===== src/rtl/fetch_queue.sv =====
// Instruction fetch queue: requests 4-word bundles from four parallel ROMs
// and buffers them. The CPU can dequeue up to two instructions per cycle.
// A redirect flushes the queue and restarts fetch at the new address.
module fetch_queue #(
    parameter int INSTR_WIDTH = 16,
    parameter int ADDR_WIDTH  = 10,
    parameter int DEPTH       = 8
) (
    input  logic                     clk_i,
    input  logic                     reset_i,
    output logic [ADDR_WIDTH-1:0]    rom_addr_o,
    input  logic [INSTR_WIDTH-1:0]   inst_0_i,
    input  logic [INSTR_WIDTH-1:0]   inst_1_i,
    input  logic [INSTR_WIDTH-1:0]   inst_2_i,
    input  logic [INSTR_WIDTH-1:0]   inst_3_i,
    input  logic                     redirect_valid_i,
    input  logic [ADDR_WIDTH-1:0]    redirect_addr_i,
    output logic                     deq_valid_0_o,
    output logic                     deq_valid_1_o,
    output logic [INSTR_WIDTH-1:0]   deq_inst_0_o,
    output logic [INSTR_WIDTH-1:0]   deq_inst_1_o,
    output logic [ADDR_WIDTH-1:0]    deq_pc_0_o,
    output logic [ADDR_WIDTH-1:0]    deq_pc_1_o,
    input  logic [1:0]               deq_count_i,
    output logic [$clog2(DEPTH):0]   q_count_o
);

    localparam int PW = $clog2(DEPTH);
    localparam int CW = PW + 1;

    logic [ADDR_WIDTH-1:0]  fetch_pc_q;
    logic [ADDR_WIDTH-1:0]  pend_addr_q;
    logic                   pending_q;
    logic [PW-1:0]          head_q;
    logic [PW-1:0]          tail_q;
    logic [CW-1:0]          count_q;

    logic [INSTR_WIDTH-1:0] inst_mem_q [DEPTH];
    logic [ADDR_WIDTH-1:0]  pc_mem_q   [DEPTH];

    logic [CW:0]            fill_level;
    logic                   issue;
    logic                   enq;
    logic [1:0]             avail;
    logic [1:0]             deq_req;
    logic [1:0]             deq_eff;
    logic [PW-1:0]          head_p1;

    // Occupancy including the in-flight bundle decides whether another fits.
    always_comb begin
        fill_level = {1'b0, count_q} + (pending_q ? (CW+1)'(4) : (CW+1)'(0));
        issue      = !redirect_valid_i && (fill_level <= (CW+1)'(DEPTH - 4));
        enq        = pending_q && !redirect_valid_i;
        avail      = (count_q >= CW'(2)) ? 2'd2 : count_q[1:0];
        deq_req    = (deq_count_i == 2'd3) ? 2'd2 : deq_count_i;
        deq_eff    = (deq_req < avail) ? deq_req : avail;
        head_p1    = head_q + PW'(1);
    end

    assign rom_addr_o    = fetch_pc_q;
    assign deq_valid_0_o = (count_q >= CW'(1));
    assign deq_valid_1_o = (count_q >= CW'(2));
    assign deq_inst_0_o  = inst_mem_q[head_q];
    assign deq_inst_1_o  = inst_mem_q[head_p1];
    assign deq_pc_0_o    = pc_mem_q[head_q];
    assign deq_pc_1_o    = pc_mem_q[head_p1];
    assign q_count_o     = count_q;

    // Fetch control and queue bookkeeping; reset beats redirect, redirect beats everything else.
    always_ff @(posedge clk_i) begin
        if (reset_i) begin
            fetch_pc_q  <= '0;
            pend_addr_q <= '0;
            pending_q   <= 1'b0;
            head_q      <= '0;
            tail_q      <= '0;
            count_q     <= '0;
        end else if (redirect_valid_i) begin
            fetch_pc_q  <= redirect_addr_i;
            pending_q   <= 1'b0;
            head_q      <= tail_q;
            count_q     <= '0;
        end else begin
            pending_q <= issue;
            if (issue) begin
                pend_addr_q <= fetch_pc_q;
                fetch_pc_q  <= fetch_pc_q + ADDR_WIDTH'(4);
            end
            if (enq) begin
                tail_q <= tail_q + PW'(4);
            end
            head_q  <= head_q + PW'(deq_eff);
            count_q <= count_q + (enq ? CW'(4) : CW'(0)) - CW'(deq_eff);
        end
    end

    // Returning bundle lands in four consecutive slots at the tail.
    always_ff @(posedge clk_i) begin
        if (!reset_i && enq) begin
            inst_mem_q[tail_q]          <= inst_0_i;
            inst_mem_q[tail_q + PW'(1)] <= inst_1_i;
            inst_mem_q[tail_q + PW'(2)] <= inst_2_i;
            inst_mem_q[tail_q + PW'(3)] <= inst_3_i;
            pc_mem_q[tail_q]            <= pend_addr_q;
            pc_mem_q[tail_q + PW'(1)]   <= pend_addr_q + ADDR_WIDTH'(1);
            pc_mem_q[tail_q + PW'(2)]   <= pend_addr_q + ADDR_WIDTH'(2);
            pc_mem_q[tail_q + PW'(3)]   <= pend_addr_q + ADDR_WIDTH'(3);
        end
    end

endmodule


===== config.mk =====
export PLATFORM = sky130hd
export DESIGN_NAME = fetch_queue
export DESIGN_NICKNAME = d
export VERILOG_FILES = /design/src/rtl/fetch_queue.sv
export SDC_FILE = /design/constraint.sdc
export NUM_CORES = 1
export LEC_CHECK = 0
export BUFFER_PORTS_ARGS = -buffer_cell sky130_fd_sc_hd__buf_4
export CORE_ASPECT_RATIO = 0.75
export CORE_UTILIZATION = 29
export CTS_CLUSTER_DIAMETER = 50
export DETAILED_ROUTE_END_ITERATION = 6
export GPL_TIMING_DRIVEN = 0
export PLACE_DENSITY = 0.46
export SLEW_MARGIN = 25
export SYNTH_ARGS = -nofsm -noshare
export SYNTH_HDL_FRONTEND = slang
export SYNTH_SLANG_ARGS = --single-unit

===== constraint.sdc =====
create_clock -name clk_i -period 28 [get_ports clk_i]
set_input_delay 1.4 -clock clk_i [delete_from_list [all_inputs] [get_ports clk_i]]
set_output_delay 1.4 -clock clk_i [all_outputs]
set_load 0.1 [all_outputs]

==> run_results.csv <==
group,metric,value,unit
grt,first_global_vias,7193,
cts,clk_path_buf_depth,3,
sta,setup_viol,0,
yosys,synth_seq_area_share,0.607,
cts,numCtsBuffers,31,
worst_setup_path,path_max_fanout,10,
grt,grt_util_met1,0.214,
yosys,ys.flop_type,"edfxtp_1",
grt,grt_use_total,0.158,
worst_setup_path,crit-reg2reg-launch,"q_count_o[1]",
floorplanning,die_h,171,um
flow_run,maxCapViolations,0,
floorplanning,core.rowCount,61,
sta,tns,0,ns
cts,postCtsSetupRepairBufs,0,
yosys,synth_top_area_frac,0.554,
worst_setup_path,r2r-end,"q_count_o[3]",
worst_hold_path,min_path_type,"flip-flop to flip-flop",
floorplanning,pin_count,147,
yosys,yosys_warnings,0,
worst_setup_path,worst-setup-path-type,"flip-flop to output port",
sta,fin_crit_sh,0.193,
layout,syn_to_final_growth,27.9,%
yosys,yosysTopAreaCell,"edfxtp_1",
placement,placedCellCount,1297,
cts,cts_tree,"done",
cts,ctsRootBufferMaster,"clkbuf_16",
route,first_iter_violations,403,
placement,hpwl,21900,um
sta,max_freq,0.185,GHz
grt,grt_pass1_wl,44800,um
cts,hold_buffers,0,
worst_setup_path,max_stage_delay,0.77,ns
placement,numPortBuffers,146,
sta,final_max_slew_viol_count,0,
cts,cts_resized,0,
sta,fin_crit,5.40,ns
floorplanning,die_area,38900,um2
worst_setup_path,rrSetupSlack,25.17,ns
sta,slew-limit-headroom,0.317,
layout,num-fill-cells,3476,
route,viasPerCell,4.94,
yosys,syn_area,11100,um2
yosys,syn_nets,718,
worst_setup_path,critPathSlowestCell,"clkbuf_1",
layout,drive_gt1_frac,0.474,
route,drc,0,
floorplanning,core_area,37300,um2
route,dr.pass1.iters,4,
worst_setup_path,cp_top_family,"buffers and inverters",
route,routed_wl,30600,um
grt,grt.overflow.total,0,
yosys,synth_area_leaders,"edfxtp_1 (55%), mux4_2 (21%), dfxtp_1 (5.3%)",
worst_setup_path,cp_cell_sequence,"ha_1 -> clkbuf_1 -> clkbuf_1 -> clkbuf_1 -> mux4_2 -> mux2_2 -> buf_4",
layout,n_antenna_cell,0,
grt,antenna_found_initial,0,
layout,final_nets,923,
cts,htree_levels,1,
yosys,ys_types,44,
yosys,async_reset_ff_frac,0,
power,cellLeakagePower,4.90,nW
grt,grtUsageMet2,0.256,
run_status,status,"completed",
power,power_density,94.3,nW/um2
sta,hold_viol_final,0,
grt,met3_usage,0.0383,
worst_hold_path,min_from,"pend_addr_q[5]",
floorplanning,start_util,0.296,
sta,worst_pin_slew,1.02,ns
cts,cts_sinks,233,
floorplanning,die_w,227,um
worst_hold_path,worstHoldPathCells,0,
grt,grt_max_degree,16,
route,detail_route.wl_per_cell,22.6,um
placement,place_congestion,0.788,
yosys,synthCells,621,
cts,path_clk_slew,0.06,ns
route,ant_nets,0,
cts,clk_latency,0.57,ns
yosys,ys_ff_latch,233,
grt,top_usage_layer,"met2",
worst_setup_path,start_kind,"flip-flop",
sta,fin_skew,0.0122,ns
layout,stdcell_count,1355,
yosys,avgSynthCellArea,17.8,um2
yosys,synth-edff-count,204,
route,num_vias,6688,
sta,whs,0.444,ns
worst_setup_path,crit_path_frequent_cell,"clkbuf_1",
worst_setup_path,r2r_cells,13,
power,peakVddDrop,0.132,mV
sta,rsz0062_at_grt,"false",
worst_setup_path,crit_required,26.60,ns
worst_setup_path,cp-end-kind,"output port",
worst_hold_path,holdPathEnd,"pc_mem_q[0][5]",
worst_setup_path,path_buf_inv,4,
worst_setup_path,cp.arrival,4.00,ns
power,total_power,1.33,mW
## per-layer routing
layer  routed length [um]  up-vias
li1                     -     2923
met1                13800     3510
met2                14400      209
met3                 1880       46
met4                  540        0
met5                    0        -
## metrics by stage
| step | setup WS [ns] | utilization | area, um2 |
|---|---|---|---|
| CTS | 22.44 | 0.379 | 14100 |
| floorplan | 18.22 | - | 11100 |
| global placement | 13.31 | 0.342 | 12800 |
| finish | 22.60 | 0.379 | 14100 |
| detailed placement | 23.07 | 0.349 | 13000 |
| global route | 22.37 | 0.379 | 14100 |
## cell usage after synthesis (all sizes together) (8+ instances only)
cell / n
edfxtp: 204
mux4: 102
mux2: 51
nand2: 39
dfxtp: 29
nor2: 22
clkbuf: 21
buf: 20
inv: 18
xnor2: 18
ha: 16
mux2i: 16
xor2: 11
nand3: 8
## cell families after synthesis
group | Yosys count | synth area share
AOI/OAI and AO/OA | 16 | 0.00985
buffers and inverters | 60 | 0.0221
xor gates and xnor gates | 29 | 0.0230
adders and majority gates | 18 | 0.0217
muxes | 169 | 0.275
and+or+nand+nor | 96 | 0.0420
DFF | 233 | 0.607
## state kept, by name, indices dropped and copies added (netlist names)
signal,cells
pending_q,1
head_q,3
inst_mem_q,128
q_count_o,4
tail_q,1
rom_addr_o,10
pc_mem_q,76
pend_addr_q,10
## how the worst max path moves through the flow
stage / startpoint / end / slack, ns / cells past startpoint
after global placement: reset_i / inst_mem_q[0][8] / 13.31 / 4
after global routing: head_q[0] / deq_pc_1_o[7] / 22.37 / 7
final: head_q[0] / deq_pc_1_o[7] / 22.60 / 7
after CTS: head_q[0] / deq_pc_1_o[6] / 22.44 / 7
after detailed placement: head_q[0] / deq_pc_1_o[6] / 23.07 / 7
after floorplan: reset_i / inst_mem_q[0][0] / 18.22 / 3
## report_power, final
part | total [mW] | switching (mW) | internal, mW
clock | 0.429 | 0.166 | 0.264
sequential | 0.409 | 0.0129 | 0.396
combinational | 0.495 | 0.345 | 0.150
## area by class of cell
cell class                      instances  area (um2)  area share
Sequential cell                       233        6710       0.474
Multi-Input combinational cell        328        4110       0.291
Timing Repair Buffer                  172        1310      0.0929
Clock buffer                           32         779      0.0551
Inverter                               19        71.3     0.00504
Clock inverter                         26         352      0.0249
Buffer                                 41         175      0.0124
Tap cell                              504         631      0.0446
## cells in the final DEF, fill, tap and decap left out, types with 2 or more instances in the layout
cell type | Yosys | routed
edfxtp_1 | 204 | 204
buf_4 | 0 | 167
mux4_2 | 102 | 102
mux2_2 | 50 | 50
nand2_1 | 39 | 39
clkbuf_16 | 0 | 31
dfxtp_1 | 29 | 29
clkbuf_1 | 21 | 21
nor2_1 | 21 | 21
inv_1 | 18 | 18
xnor2_1 | 18 | 18
buf_2 | 15 | 16
mux2i_1 | 16 | 16
ha_1 | 16 | 16
xor2_1 | 11 | 11
nand3_1 | 8 | 8
bufinv_16 | 0 | 6
clkinv_4 | 0 | 5
inv_8 | 0 | 5
buf_1 | 5 | 4
a21oi_1 | 4 | 4
and3_1 | 4 | 4
inv_6 | 0 | 4
buf_6 | 0 | 4
nand4_1 | 3 | 3
and2_1 | 3 | 3
o21ai_0 | 3 | 3
clkinvlp_4 | 0 | 3
nor3_1 | 2 | 2
and4_1 | 2 | 2
nand2b_1 | 2 | 2
clkinv_1 | 1 | 2
nor3b_2 | 0 | 2
o211ai_1 | 2 | 2
a211oi_1 | 2 | 2
fa_1 | 2 | 2
clkinv_2 | 0 | 2
(Power assumes the default switching activity.)
